File: config.mk
export PLATFORM = sky130hd
export DESIGN_NAME = namuru_accum_fetcher
export DESIGN_NICKNAME = d
export VERILOG_FILES = /design/src/rtl/namuru_fetch_pkg.sv /design/src/rtl/namuru_fetch_fifo.sv /design/src/rtl/namuru_accum_fetcher.sv
export SDC_FILE = /design/constraint.sdc
export NUM_CORES = 1
export LEC_CHECK = 0
export CAP_MARGIN = 10
export CORE_AREA = 2 2 259 197
export CTS_CLUSTER_SIZE = 40
export DETAILED_ROUTE_END_ITERATION = 12
export DIE_AREA = 0 0 261 199
export GPL_ROUTABILITY_DRIVEN = 1
export SETUP_SLACK_MARGIN = 0.2
export SLEW_MARGIN = 10
export SYNTH_ARGS = -nofsm -noshare
export SYNTH_HDL_FRONTEND = slang
export SYNTH_SLANG_ARGS = --single-unit
export TNS_END_PERCENT = 20
File: constraint.sdc
create_clock -name correlator_clk -period 6.1 [get_ports correlator_clk]
set_clock_uncertainty 0.05 [all_clocks]
set_input_delay 0.915 -clock correlator_clk [delete_from_list [all_inputs] [get_ports correlator_clk]]
set_output_delay 0.915 -clock correlator_clk [all_outputs]
set_load 0.05 [all_outputs]
File: src/rtl/namuru_fetch_pkg.sv
// Shared constants for the correlator accumulation fetcher: register map, frame sizes, FSM encoding.
package namuru_fetch_pkg;

  localparam logic [7:0]  REG_STATUS    = 8'hE0;
  localparam logic [7:0]  REG_NEWDATA   = 8'hE1;
  localparam logic [7:0]  REG_ACC_FIRST = 8'h04;
  localparam logic [7:0]  REG_ACC_LAST  = 8'h0D;
  localparam logic [7:0]  REG_CLEAR     = 8'hE4;

  localparam int          FRAME_WORDS   = 12;
  localparam int          SHORT_WORDS   = 2;

  localparam logic [31:0] CLEAR_VALUE   = 32'h0000_0003;
  localparam logic [31:0] TIMEOUT_WORD  = 32'hDEAD_BEEF;

  typedef enum logic [2:0] {
    ST_IDLE     = 3'd0,
    ST_RD_REQ   = 3'd1,
    ST_RD_WAIT  = 3'd2,
    ST_CLR_REQ  = 3'd3,
    ST_CLR_WAIT = 3'd4
  } fetch_state_e;

  // Read order: status, new_data, then the accumulator block 0x04..0x0D.
  function automatic logic [7:0] reg_index(input logic [3:0] idx);
    case (idx)
      4'd0:    return REG_STATUS;
      4'd1:    return REG_NEWDATA;
      default: return REG_ACC_FIRST + {4'b0000, idx} - 8'd2;
    endcase
  endfunction

endpackage

File: src/rtl/namuru_fetch_fifo.sv
// First-word-fall-through synchronous FIFO holding {last, data} stream words, with occupancy count.
module namuru_fetch_fifo #(
  parameter int DEPTH = 16,
  parameter int WIDTH = 33
) (
  input  logic                       clk_i,
  input  logic                       rstn_i,
  input  logic                       push_i,
  input  logic [WIDTH-1:0]           push_data_i,
  input  logic                       pop_i,
  output logic [WIDTH-1:0]           pop_data_o,
  output logic                       empty_o,
  output logic [$clog2(DEPTH):0]     count_o
);

  localparam int AW = $clog2(DEPTH);

  logic [WIDTH-1:0] mem_q [DEPTH];
  logic [AW-1:0]    wr_ptr_q, rd_ptr_q;
  logic [AW:0]      count_q, count_d;
  logic             full, do_push, do_pop;

  assign full    = (count_q == (AW+1)'(DEPTH));
  assign empty_o = (count_q == '0);
  assign do_push = push_i & ~full;
  assign do_pop  = pop_i & ~empty_o;

  always_comb begin
    count_d = count_q;
    case ({do_push, do_pop})
      2'b10:   count_d = count_q + 1'b1;
      2'b01:   count_d = count_q - 1'b1;
      default: count_d = count_q;
    endcase
  end

  always_ff @(posedge clk_i) begin
    if (!rstn_i) begin
      wr_ptr_q <= '0;
      rd_ptr_q <= '0;
      count_q  <= '0;
    end else begin
      if (do_push) wr_ptr_q <= wr_ptr_q + 1'b1;
      if (do_pop)  rd_ptr_q <= rd_ptr_q + 1'b1;
      count_q <= count_d;
    end
  end

  always_ff @(posedge clk_i) begin
    if (do_push) mem_q[wr_ptr_q] <= push_data_i;
  end

  assign pop_data_o = mem_q[rd_ptr_q];
  assign count_o    = count_q;

endmodule

File: src/rtl/namuru_accum_fetcher.sv
// Wishbone initiator that drains one correlator channel's results into a framed stream on accum_int.
// Optional ack timeout is enabled by defining NAMURU_FETCH_TIMEOUT_EN.
module namuru_accum_fetcher
  import namuru_fetch_pkg::*;
#(
  parameter int          FIFO_DEPTH     = 16,
  parameter logic [31:0] BASE_ADDR      = 32'h0000_0000,
  parameter int          TIMEOUT_CYCLES = 64
) (
  input  logic        correlator_clk,
  input  logic        rstn,
  input  logic        accum_int,
  output logic [31:0] wb_adr_o,
  output logic [31:0] wb_dat_o,
  input  logic [31:0] wb_dat_i,
  output logic [3:0]  wb_sel_o,
  output logic        wb_cyc_o,
  output logic        wb_stb_o,
  output logic        wb_we_o,
  input  logic        wb_ack_i,
  output logic [31:0] out_data,
  output logic        out_valid,
  input  logic        out_ready,
  output logic        out_last,
  output logic        busy,
  output logic [7:0]  overrun_cnt,
  output logic        err,
  output logic [2:0]  dbg_state_o
);

  localparam int CW = $clog2(FIFO_DEPTH) + 1;

  if (FIFO_DEPTH < FRAME_WORDS || (FIFO_DEPTH & (FIFO_DEPTH - 1)) != 0 || TIMEOUT_CYCLES < 1 ||
      int'(REG_ACC_LAST - REG_ACC_FIRST) + 3 != FRAME_WORDS) begin : g_bad_param
    $error("namuru_accum_fetcher: invalid parameterisation");
  end

  fetch_state_e state_q;
  logic [3:0]   idx_q;
  logic         accum_q;
  logic         pending_q, pending_d;
  logic [7:0]   overrun_q, overrun_d;
  logic [31:0]  wb_adr_q, wb_dat_q;
  logic [3:0]   wb_sel_q;
  logic         wb_cyc_q, wb_stb_q, wb_we_q;

  logic         rise, start, room, drop, last_rd, tmo_hit;
  logic         fifo_push, fifo_empty;
  logic [32:0]  fifo_wdata, fifo_rdata;
  logic [CW-1:0] fifo_count;
  logic [1:0]   ovr_inc;
  logic [8:0]   ovr_sum;

  // Handshake: a stream word transfers on a clock edge where out_valid and out_ready are both high;
  // out_valid never depends on out_ready, and data/last are stable while valid is held.

  assign rise    = accum_int & ~accum_q;
  assign room    = (fifo_count <= CW'(FIFO_DEPTH - FRAME_WORDS));
  assign start   = (state_q == ST_IDLE) & pending_q;
  assign drop    = start & ~room;
  assign last_rd = (idx_q == 4'(FRAME_WORDS - 1)) |
                   ((idx_q == 4'(SHORT_WORDS - 1)) & ~wb_dat_i[0]);

`ifdef NAMURU_FETCH_TIMEOUT_EN
  localparam int TW = $clog2(TIMEOUT_CYCLES + 1);
  logic [TW-1:0] tmo_q;
  logic          err_q;
  logic          waiting;

  assign waiting = wb_cyc_q & ((state_q == ST_RD_WAIT) | (state_q == ST_CLR_WAIT));
  assign tmo_hit = waiting & ~wb_ack_i & (tmo_q == TW'(TIMEOUT_CYCLES - 1));

  always_ff @(posedge correlator_clk) begin
    if (!rstn) begin
      tmo_q <= '0;
      err_q <= 1'b0;
    end else begin
      tmo_q <= (waiting & ~wb_ack_i & ~tmo_hit) ? tmo_q + 1'b1 : '0;
      if (tmo_hit) err_q <= 1'b1;
    end
  end

  assign err = err_q;
`else
  assign tmo_hit = 1'b0;
  assign err     = 1'b0;
`endif

  // A read that times out still closes the frame so the consumer never sees a dangling partial frame.
  assign fifo_push  = (state_q == ST_RD_WAIT) & (wb_ack_i | tmo_hit);
  assign fifo_wdata = tmo_hit ? {1'b1, TIMEOUT_WORD} : {last_rd, wb_dat_i};

  assign ovr_inc = {1'b0, rise & pending_q} + {1'b0, drop};
  assign ovr_sum = {1'b0, overrun_q} + {7'b0, ovr_inc};

  always_comb begin
    pending_d = pending_q | rise;
    if (start) pending_d = 1'b0;
    overrun_d = ovr_sum[8] ? 8'hFF : ovr_sum[7:0];
  end

  always_ff @(posedge correlator_clk) begin
    if (!rstn) begin
      accum_q   <= 1'b0;
      pending_q <= 1'b0;
      overrun_q <= '0;
    end else begin
      accum_q   <= accum_int;
      pending_q <= pending_d;
      overrun_q <= overrun_d;
    end
  end

  always_ff @(posedge correlator_clk) begin
    if (!rstn) begin
      state_q  <= ST_IDLE;
      idx_q    <= '0;
      wb_adr_q <= '0;
      wb_dat_q <= '0;
      wb_sel_q <= '0;
      wb_cyc_q <= 1'b0;
      wb_stb_q <= 1'b0;
      wb_we_q  <= 1'b0;
    end else begin
      case (state_q)
        ST_IDLE: begin
          idx_q <= '0;
          if (pending_q) state_q <= room ? ST_RD_REQ : ST_CLR_REQ;
        end
        ST_RD_REQ: begin
          wb_cyc_q <= 1'b1;
          wb_stb_q <= 1'b1;
          wb_we_q  <= 1'b0;
          wb_sel_q <= 4'hF;
          wb_adr_q <= BASE_ADDR | {22'b0, reg_index(idx_q), 2'b00};
          state_q  <= ST_RD_WAIT;
        end
        ST_RD_WAIT: begin
          if (wb_ack_i | tmo_hit) begin
            wb_cyc_q <= 1'b0;
            wb_stb_q <= 1'b0;
            wb_sel_q <= 4'h0;
            if (tmo_hit | last_rd) begin
              state_q <= ST_CLR_REQ;
            end else begin
              idx_q   <= idx_q + 1'b1;
              state_q <= ST_RD_REQ;
            end
          end
        end
        ST_CLR_REQ: begin
          wb_cyc_q <= 1'b1;
          wb_stb_q <= 1'b1;
          wb_we_q  <= 1'b1;
          wb_sel_q <= 4'hF;
          wb_adr_q <= BASE_ADDR | {22'b0, REG_CLEAR, 2'b00};
          wb_dat_q <= CLEAR_VALUE;
          state_q  <= ST_CLR_WAIT;
        end
        ST_CLR_WAIT: begin
          if (wb_ack_i | tmo_hit) begin
            wb_cyc_q <= 1'b0;
            wb_stb_q <= 1'b0;
            wb_we_q  <= 1'b0;
            wb_sel_q <= 4'h0;
            state_q  <= ST_IDLE;
          end
        end
        default: state_q <= ST_IDLE;
      endcase
    end
  end

  namuru_fetch_fifo #(
    .DEPTH (FIFO_DEPTH),
    .WIDTH (33)
  ) u_fifo (
    .clk_i       (correlator_clk),
    .rstn_i      (rstn),
    .push_i      (fifo_push),
    .push_data_i (fifo_wdata),
    .pop_i       (out_valid & out_ready),
    .pop_data_o  (fifo_rdata),
    .empty_o     (fifo_empty),
    .count_o     (fifo_count)
  );

  assign wb_adr_o    = wb_adr_q;
  assign wb_dat_o    = wb_dat_q;
  assign wb_sel_o    = wb_sel_q;
  assign wb_cyc_o    = wb_cyc_q;
  assign wb_stb_o    = wb_stb_q;
  assign wb_we_o     = wb_we_q;
  assign out_valid   = ~fifo_empty;
  assign out_data    = fifo_rdata[31:0];
  assign out_last    = fifo_rdata[32];
  assign busy        = (state_q != ST_IDLE);
  assign overrun_cnt = overrun_q;
  assign dbg_state_o = state_q;

endmodule

==> metrics.txt, run 1 <==
Worst setup SP type=register; Relative slew margins=32.22%; max-cap viol count=0; WL per Instance=24.14 um; WP data arrival=3640 ps; min-delay worst type=register to register; Iteration-0 DRC Markers=822; num rows=71; highest ir drop seen on vdd=0.1966 mV; IO Pins=155; Via density=5.568; Post-synth EDFFs=528; cell-internal power=6844 uW; die width=261 um; die area=51,940 um2; commonest non-fill, non-tap cell in the layout=edfxtp_1; unrepaired setup endpoints after global routing=false; Most Used Layer, Global Route=met2; global-route wire length before repair=70,550 um; Seq pwr share=47.6%; hold path cells=2; Initial Utilization=45.40%; chip height=199 um; Clock transition at path regs=60 ps; ANT nets after route=0; grt met3 use=3.759%; number of fill cells=3,893; Vias=10.94k; top cell type's share of synthesized area=70.45%; layout cells sized above 1=20.96%; prevailing post-synth register cell=edfxtp_1; initial antenna violation count=1; Compound-Gate Fraction of Synth Area=3.897%; CTS Buffer Depth=3; PostCTS Resize Cnt=0; status=finished, final reports clean; largest family of logic cells by synthesized area=multiplexers; clock power share=34.6%; dpl hpwl=26,330 um; routing usage on met1=27.87%; Pleak=0.008099 uW; reg-to-reg slack, setup=2660 ps; worst-case reg-to-reg path depth=5; worst hold path startpoint=wb_adr_o[5]; PortBufs=99; Post-Syn Instances=1,152; Fmax achieved=0.2172 GHz; largest net degree at the start of global routing=56; residual DRC count=0; most frequent cells in the layout=528 x edfxtp_1, 132 x mux4_2, 99 x clkdlybuf4s50_1, 68 x a22oi_1, 57 x nand2_1; Synth Area in Simple Gates=3.436%; final setup vio count=0; Hold Path End=wb_adr_o[5]; PwrDens=360.4 nW/um2; clk_lat worst skew=610 ps; Syn. warnings=0; kind of critical path=register to output port; CP max FO=42; Hold Slack=413.7 ps; core footprint=49,570 um2; FF-to-FF End=u_fifo.mem_q[13][18]; Root Driver=clkbuf_16; gr usage total=18.58%; register area share after synthesis=74.27%; fin area=25,810 um2; xor and xnor fraction of the mapped netlist area=0.4281%; mux contribution to synthesized area=13.34%; post-synthesis register bit count=571; adder-cell share of the synthesized area=0.8117%; final hold viol count=0; Netlist cell types=60; vias in the first global route=10.87k; total power=9300 uW; Placement Cell Area=24,130 um2; grt met2 use=27.92%; nets=1,315; gr ovfl total=0; Post-Syn Area=22,510 um2; type of destination of the critical path=output port; fin crit share=75.48%; ANT cells=0; Setup Fix Bufs, Post-CTS=0; Critical Path RT=5130 ps; largest area contributor in the netlist=edfxtp_1; Area Growth Syn to Fin=14.66%; routability cong.=0.7296; CTS tree=done; TritonRoute pass-1 iters=5; Crit Reg-Reg Startpoint=dbg_state_o[1]; Worst Tran Pin Value=1016 ps; Syn Area/Cell=19.54 um2; Combinational Power Share=17.8%; Clock Sink Count=571; CTS H-tree lvls=2; top cells by area, synth=edfxtp_1 70%, mux4_2 13%, dfxtp_1 3.8%, a22oi_1 2.3%, buf_4 2.3%; Final TNS setup=0 ps; wirelength, routed=47,410 um; switch share=26.40%; CTS Buf Count=53; share of flip-flops with an asynchronous set or reset=0%; Sw Pwr=2455 uW; Max Slew Vio Count=0; post-route minimum period=4604 ps; hold_buf cts=0
-- routing by layer --
metal / share of wire, % / vias up
met3: 6.2 / 65
met5: 0.027 / -
met1: 46 / 5785
li1: - / 4792
met4: 1.8 / 2
met2: 46 / 292
-- cells by family (layout without fill, tap and decap cells) --
| family | after synthesis | count (layout) |
|---|---|---|
| AOI/OAI and AO/OA | 123 | 123 |
| xor gates and xnor gates | 11 | 11 |
| adders and majority gates | 14 | 14 |
| buffers and inverters | 142 | 243 |
| DFF | 571 | 571 |
| muxes | 135 | 135 |
| other | 1 | 55 |
| and+or+nand+nor | 155 | 155 |
-- stage by stage --
stage,setup WS [ps],utilization (%),cells
floorplan,1744,-,1206
global placement,1979,48.68,1866
detailed placement,1888,48.68,1866
CTS,1363,52.06,1964
global route,1168,52.06,1964
finish,1496,52.06,1964
-- power groups by stage --
stage / clock network [uW] / logic [uW] / registers (uW)
after detailed placement: 0 / 1680 / 4520
after CTS: 3290 / 1680 / 4440
after global placement: 0 / 1670 / 4520
after floorplan: 0 / 1400 / 4420
final: 3220 / 1650 / 4430
after global routing: 3430 / 1770 / 4450
-- sequential cells by signal (all words and copies together) (netlist names), 3 cells and up, named ones only --
register / count
dbg_state_o: 3
idx_q: 4
overrun_cnt: 8
u_fifo.count_o: 5
u_fifo.mem_q: 528
u_fifo.rd_ptr_q: 4
u_fifo.wr_ptr_q: 4
wb_adr_o: 6
-- worst max-delay path by stage --
stage / start / end / slack (ps) / cells past startpoint
after floorplan: wb_ack_i / u_fifo.mem_q[2][0] / 1740 / 4
after global placement: wb_ack_i / u_fifo.mem_q[12][10] / 1980 / 6
after detailed placement: wb_ack_i / u_fifo.mem_q[13][5] / 1890 / 6
after CTS: register / out_data[14] / 1360 / 5
after global routing: register / out_data[22] / 1170 / 5
final: register / out_data[22] / 1500 / 5
-- critical path, cell delays in order (launching register included) --
cell	delay, ps
dfxtp_4	940
buf_12	360
mux4_2	540
a22oi_1	310
nand2_1	90
clkdlybuf4s50_1	710
-- cell type report --
cell class	instances	area (um2)	share of cell area (%)
flip-flops and latches	571	16720	64.80
multi-input cells	493	5273	20.43
clock buffers	59	1349	5.227
repair buffers	129	1254	4.858
well taps	657	822.0	3.185
clock inverters	39	325.3	1.261
inverters	16	60.06	0.2327
-- synthesized netlist by cell type, types with 2 or more instances --
cell      number
or4_1          2
nand4_1        7
nor3b_1        2
mux2i_1        3
nand2b_1       7
clkbuf_1      31
a31oi_1        4
dfxtp_1       43
o21a_1         3
ha_1          13
a21oi_1       19
o211ai_1       2
mux4_2       132
o221ai_1       2
buf_2         11
nand3b_1       4
inv_1         16
xnor2_1        4
and2_1         3
edfxtp_1     528
nor2b_1        4
nor2_1        34
or2_2          3
buf_4         68
or3_1          2
nor3_1         9
o21ai_0        9
a22oi_1       68
xor2_1         7
buf_1          9
nand3_1        8
buf_6          7
and3_1         2
nand2_1       57
a211oi_1       4
Power figures use the tool's default switching activity.
==> inputs of run 2 (changes only) <==
--- a/config.mk
+++ b/config.mk
@@ -11,6 +11,7 @@
 export DETAILED_ROUTE_END_ITERATION = 12
 export DIE_AREA = 0 0 261 199
 export GPL_ROUTABILITY_DRIVEN = 1
+export PLACE_DENSITY = 0.67
 export SETUP_SLACK_MARGIN = 0.2
 export SLEW_MARGIN = 10
 export SYNTH_ARGS = -nofsm -noshare
==> constraint.sdc (replaced) <==
create_clock -name correlator_clk -period 3.9 [get_ports correlator_clk]
set_clock_uncertainty 0.05 [all_clocks]
set_input_delay 0.585 -clock correlator_clk [delete_from_list [all_inputs] [get_ports correlator_clk]]
set_output_delay 0.585 -clock correlator_clk [all_outputs]
set_load 0.05 [all_outputs]
==> run 2 against run 1 <==
Against the previous run: critical path depth unchanged; sequential power is 53% higher; largest cell class unchanged; design area is 1.4% higher; highest routed layer unchanged.
==> metrics.txt, run 2 (same netlist as run 1, synthesis figures left out) <==
status=finished, final reports clean; fin area=26,160 um2 (+1.4%); Root Driver=clkbuf_16; Placement Cell Area=24,430 um2 (+1.2%); fin cells=1,981 (+0.87%); FF-to-FF End=u_fifo.count_o[4]; WL per Instance=23.18 um (-4.0%); Combinational Power Share=18.7% (+0.9 points); switch share=25.59% (-0.81 points); Critical Path RT=3260 ps (-1870 ps); CP Cell Sequence=buf_12 -> mux4_2 -> a22oi_1 -> nand2_1 -> clkdlybuf4s50_1; initial antenna violation count=1 (unchanged); chip height=199 um (unchanged); TritonRoute pass-1 iters=5 (unchanged); ANT nets after route=0 (unchanged); IO Pins=155 (unchanged); number of fill cells=3,851 (-1.1%); residual DRC count=0 (unchanged); Initial Utilization=45.40% (unchanged); vias in the first global route=11.29k (+3.9%); ANT cells=0 (unchanged); hold_buf cts=0 (unchanged); Clock transition at path regs=70 ps (about the same); CP max-delay cell=clkdlybuf4s50_1; unrepaired setup endpoints after global routing=true; total power=14,610 uW (+57%); Seq pwr share=46.5% (-1.1 points); final setup vio count=0 (unchanged); cell-internal power=10,870 uW (+59%); die width=261 um (unchanged); reg-to-reg slack, setup=880 ps (-1780 ps); Clock Sink Count=571 (unchanged); gr ovfl total=0 (unchanged); most frequent cells in the layout=528 x edfxtp_1, 132 x mux4_2, 93 x clkdlybuf4s50_1, 68 x a22oi_1, 57 x nand2_1; Hold Path End=wb_adr_o[5]; placed insts=1,883 (+0.91%); type of destination of the critical path=output port; max-cap viol count=0 (unchanged); Crit Reg-Reg Startpoint=u_fifo.count_o[1]; CTS tree=done; clock power share=34.8% (+0.2 points); worst stage delay on the critical path=700 ps (-240 ps); fin crit share=92.98%; Sw Pwr=3739 uW (+52%); PortBufs=99 (unchanged); PwrDens=558.5 nW/um2 (+55%); CTS Buffer Depth=3 (unchanged); Vias=10.92k (-0.18%); worst-case reg-to-reg path depth=10 (+5); hold path cells=2 (unchanged); clk_lat worst skew=560 ps (-50 ps); core footprint=49,570 um2 (unchanged); Largest register FFs=528 (unchanged); final hold viol count=0 (unchanged); kind of critical path=register to output port; num rows=71 (unchanged); Worst setup SP type=register; worst hold path startpoint=wb_adr_o[5]; CP max FO=43 (+2.4%); layout cells sized above 1=21.22% (+0.26 points); FF/Latch Area=16,720 um2 (unchanged); Final TNS setup=0 ps (unchanged); Worst Tran Pin Value=599.2 ps (-416.4 ps); Multi-input gate area=5279 um2 (+0.12%); largest net degree at the start of global routing=44 (-21%); Area Growth Syn to Fin=16.23%; wirelength, routed=45,920 um (-3.1%); highest ir drop seen on vdd=0.3003 mV (+53%); die area=51,940 um2 (unchanged); dpl hpwl=26,060 um (-1.0%); nets=1,334 (+1.4%); min-delay worst type=register to register; WP data arrival=2990 ps (-650 ps); Max Slew Vio Count=0 (unchanged); routability cong.=0.7583 (+3.9%); Relative slew margins=59.96% (+28 points); Pleak=0.008283 uW (+2.3%); CTS Buf Count=53 (unchanged); register name with the most flops=u_fifo.mem_q; Fmax achieved=0.2758 GHz; Iteration-0 DRC Markers=1,066 (+30%); CTS H-tree lvls=2 (unchanged); commonest non-fill, non-tap cell in the layout=edfxtp_1; global-route wire length before repair=69,810 um (-1.0%); gr usage total=18.05% (-0.53 points); post-route minimum period=3626 ps; Via density=5.510 (-1.0%)
==> run 2: cell types whose count changed in the layout (fill, tap and decap cells not counted), sizes merged <==
cell and delta:
dlygate4sd2 +1, clkinv -2, bufinv +2, clkinvlp -4, inv -4, dlymetal6s2s +5, clkbuf +6, clkdlybuf4s50 -6
buf +19
==> run 2: critical path: cells and delay by family (launching register included) <==
family          cells  cell delay [ps]
flops               1              410
simple gates        1               80
buf+inv             2             1040
mux                 1              570
compound gates      1              280
==> run 2: metal layers <==
metal | vias to the layer above | global-route usage, % | wire, um
li1 | 4824 | - | -
met1 | 5699 | 26.62 | 20570
met2 | 322 | 27.59 | 21300
met3 | 69 | 4.001 | 3174
met4 | 2 | 4.251 | 863
met5 | - | 0 | 10
==> run 2: power groups by stage <==
stage | clock (uW) | combinational [uW] | sequential [uW]
5_1_grt | 5430 | 2930 | 6810
3_5_place_dp | 0 | 2770 | 6930
6_report | 5090 | 2730 | 6800
4_1_cts | 5190 | 2780 | 6800
3_3_place_gp | 0 | 2750 | 6930
2_1_floorplan | 0 | 2190 | 6910
==> run 2: worst max-delay path by stage <==
stage                               from            endpoint  depth (start not counted)  slack (ps)
after global placement          wb_ack_i   u_fifo.count_o[4]                         11         560
after CTS                       register        out_data[15]                          5         200
after global routing            register        out_data[25]                          5         140
after floorplan           dbg_state_o[1]  u_fifo.mem_q[0][0]                          5        -430
final                           register        out_data[25]                          5         270
after detailed placement        wb_ack_i   u_fifo.count_o[4]                         11         480
==> run 2: metrics by stage <==
step	hold WS [ps]	util, %	setup WS, ps
after floorplan	437.2	-	-428.9
final	410.3	52.77	273.7
after detailed placement	401.4	49.28	483.9
after CTS	413.2	52.69	197.2
after global routing	433.5	52.77	135.1
after global placement	397.1	49.28	560.5
==> run 2: cell type report <==
type | instances | share of cell area (%)
inverter | 16 | 0.2296
timing repair buffer | 148 | 6.050
sequential | 571 | 63.93
clock buffer | 65 | 5.323
multi-input combinational | 493 | 20.18
tap | 657 | 3.142
clock inverter | 31 | 1.148
==> run 2: timing repair <==
| item | CTS | global route |
|---|---|---|
| pin swaps | 0 | 0 |
| gates cloned | 0 | 0 |
| resized for setup | 1 | 5 |
| setup endpoints to repair | 3 | 28 |
| buffers inserted | 0 | 2 |
==> inputs of run 3 (changes only) <==
--- a/config.mk
+++ b/config.mk
@@ -11,7 +11,6 @@
 export DETAILED_ROUTE_END_ITERATION = 12
 export DIE_AREA = 0 0 261 199
 export GPL_ROUTABILITY_DRIVEN = 1
-export PLACE_DENSITY = 0.67
 export SETUP_SLACK_MARGIN = 0.2
 export SLEW_MARGIN = 10
 export SYNTH_ARGS = -nofsm -noshare
==> constraint.sdc (replaced) <==
create_clock -name correlator_clk -period 4.3 [get_ports correlator_clk]
set_clock_uncertainty 0.05 [all_clocks]
set_input_delay 0.645 -clock correlator_clk [delete_from_list [all_inputs] [get_ports correlator_clk]]
set_output_delay 0.645 -clock correlator_clk [all_outputs]
set_load 0.05 [all_outputs]
==> run 3 against run 2 <==
Against the previous run: critical endpoint is now out_data[1]; highest routed layer is now met4; non-clock buffer count shrank 9; wire length grew 2.8%; die area is the same.
==> metrics.txt, run 3 (same netlist as run 1, synthesis figures left out) <==
CTS Buf Count=54 (+1.9%); Relative slew margins=49.96% (-10 points); Iteration-0 DRC Markers=929 (-13%); global-route wire length before repair=70,990 um (+1.7%); Clock Sink Count=571 (unchanged); Initial Utilization=45.40% (unchanged); placed insts=1,875 (-0.42%); gr ovfl total=0 (unchanged); Hold Slack=407.0 ps (-3.310 ps); final hold viol count=0 (unchanged); Placement Cell Area=24,380 um2 (-0.19%); wirelength, routed=47,190 um (+2.8%); layout cells sized above 1=21.06% (-0.16 points); min-delay worst type=register to register; most frequent cells in the layout=528 x edfxtp_1, 132 x mux4_2, 99 x clkdlybuf4s50_1, 68 x a22oi_1, 57 x nand2_1; Clock transition at path regs=60 ps (about the same); cell-internal power=9892 uW (-9.0%); Max Slew Vio Count=0 (unchanged); fin util=52.71% (-0.063 points); CTS Buffer Depth=3 (unchanged); CP max-delay cell=clkdlybuf4s50_1; core footprint=49,570 um2 (unchanged); Via density=5.554 (+0.78%); CP Cell Sequence=nor2b_4 -> buf_12 -> a22oi_1 -> nand2_1 -> clkdlybuf4s50_1; Fmax achieved=0.2643 GHz; FF/Latch Area=16,720 um2 (unchanged); routability cong.=0.7533 (-0.66%); fin cells=1,978 (-0.15%); commonest non-fill, non-tap cell in the layout=edfxtp_1; worst stage delay on the critical path=840 ps (+140 ps); die width=261 um (unchanged); Area Growth Syn to Fin=16.09%; status=finished, final reports clean; PostCTS Resize Cnt=0 (-1); Worst setup SP type=register; clk_lat worst skew=590 ps (+30 ps); PwrDens=511.2 nW/um2 (-8.5%); Largest register FFs=528 (unchanged); Multi-input gate area=5279 um2 (unchanged); Pleak=0.008219 uW (-0.77%); largest net degree at the start of global routing=69 (+57%); Worst Tran Pin Value=749.0 ps (+149.8 ps); Vias=10.99k (+0.63%); Critical Path RT=3610 ps (+350 ps); switch share=25.94% (+0.35 points); dpl hpwl=25,820 um (-0.92%); IO Pins=155 (unchanged); fin area=26,130 um2 (-0.12%); CTS tree=done; unrepaired setup endpoints after global routing=false; register name with the most flops=u_fifo.mem_q; gr usage total=18.50% (+0.45 points); initial antenna violation count=1 (unchanged); num rows=71 (unchanged); kind of critical path=register to output port; residual DRC count=0 (unchanged); post-route minimum period=3784 ps; pre-CTS setup slack=689.6 ps (+205.8 ps); WL per Instance=23.86 um (+2.9%); TritonRoute pass-1 iters=5 (unchanged); CP max FO=17 (-60%); chip height=199 um (unchanged); die area=51,940 um2 (unchanged); max-cap viol count=0 (unchanged); nets=1,326 (-0.60%); WP data arrival=3090 ps (+100 ps); number of fill cells=3,904 (+1.4%); Seq pwr share=46.4% (about the same); final setup vio count=0 (unchanged); clock power share=34.8% (about the same); Combinational Power Share=18.8% (about the same); vias in the first global route=11.19k (-0.81%); fin crit share=87.99%; Sw Pwr=3466 uW (-7.3%); PortBufs=99 (unchanged); type of destination of the critical path=output port; hold_buf cts=0 (unchanged); ANT nets after route=0 (unchanged); fin worst setup slack=516.4 ps (+242.7 ps); CTS H-tree lvls=2 (unchanged); Root Driver=clkbuf_16; highest ir drop seen on vdd=0.3619 mV (+21%)
## run 3: area by class of cell
| cell class | instances | area share [%] |
|---|---|---|
| Clock inverter | 31 | 1.025 |
| Timing Repair Buffer | 139 | 5.785 |
| Multi-Input combinational cell | 493 | 20.20 |
| Sequential cell | 571 | 64.00 |
| Tap cell | 657 | 3.146 |
| Antenna cell | 1 | 0.009577 |
| Inverter | 16 | 0.2299 |
| Clock buffer | 70 | 5.598 |
## run 3: per-stage QoR
step	total power [uW]	TNS (ps)
after floorplan	8250	-1905
after global placement	8834	0
after detailed placement	8849	0
after CTS	13490	0
after global routing	13870	0
final	13360	0
## run 3: critical path: cells and delay by family (launching register included)
kind | cells | cell delay (ps)
compound gates | 1 | 70
flops | 1 | 450
simple gates | 2 | 880
buf+inv | 2 | 1070
## run 3: worst paths after layout
path                      from                end  slack (ps)  cells after the start
max reg2reg  u_fifo.count_o[1]  u_fifo.count_o[4]        1240                     10
max                   register        out_data[1]         520                      5
min                wb_adr_o[5]        wb_adr_o[5]         410                      2
min reg2reg        wb_adr_o[5]        wb_adr_o[5]         410                      2
## run 3: per-layer routing
layer	wire length (um)	track usage, %
met3	2751	3.479
met4	566	3.283
met1	21800	27.80
met2	22080	28.67
met5	0	0
## run 3: repair_timing
item / 4_1_cts / 5_1_grt
hold endpoints to repair: 0 / 0
buffers inserted: 0 / 1
endpoints found under the setup margin: 0 / 5
## run 3: power groups by stage
stage	Combinational (uW)	Clock (uW)	Sequential, uW
after floorplan	1990	0	6260
after global placement	2500	0	6330
after detailed placement	2510	0	6340
after CTS	2520	4750	6220
after global routing	2720	4960	6200
final	2520	4650	6190
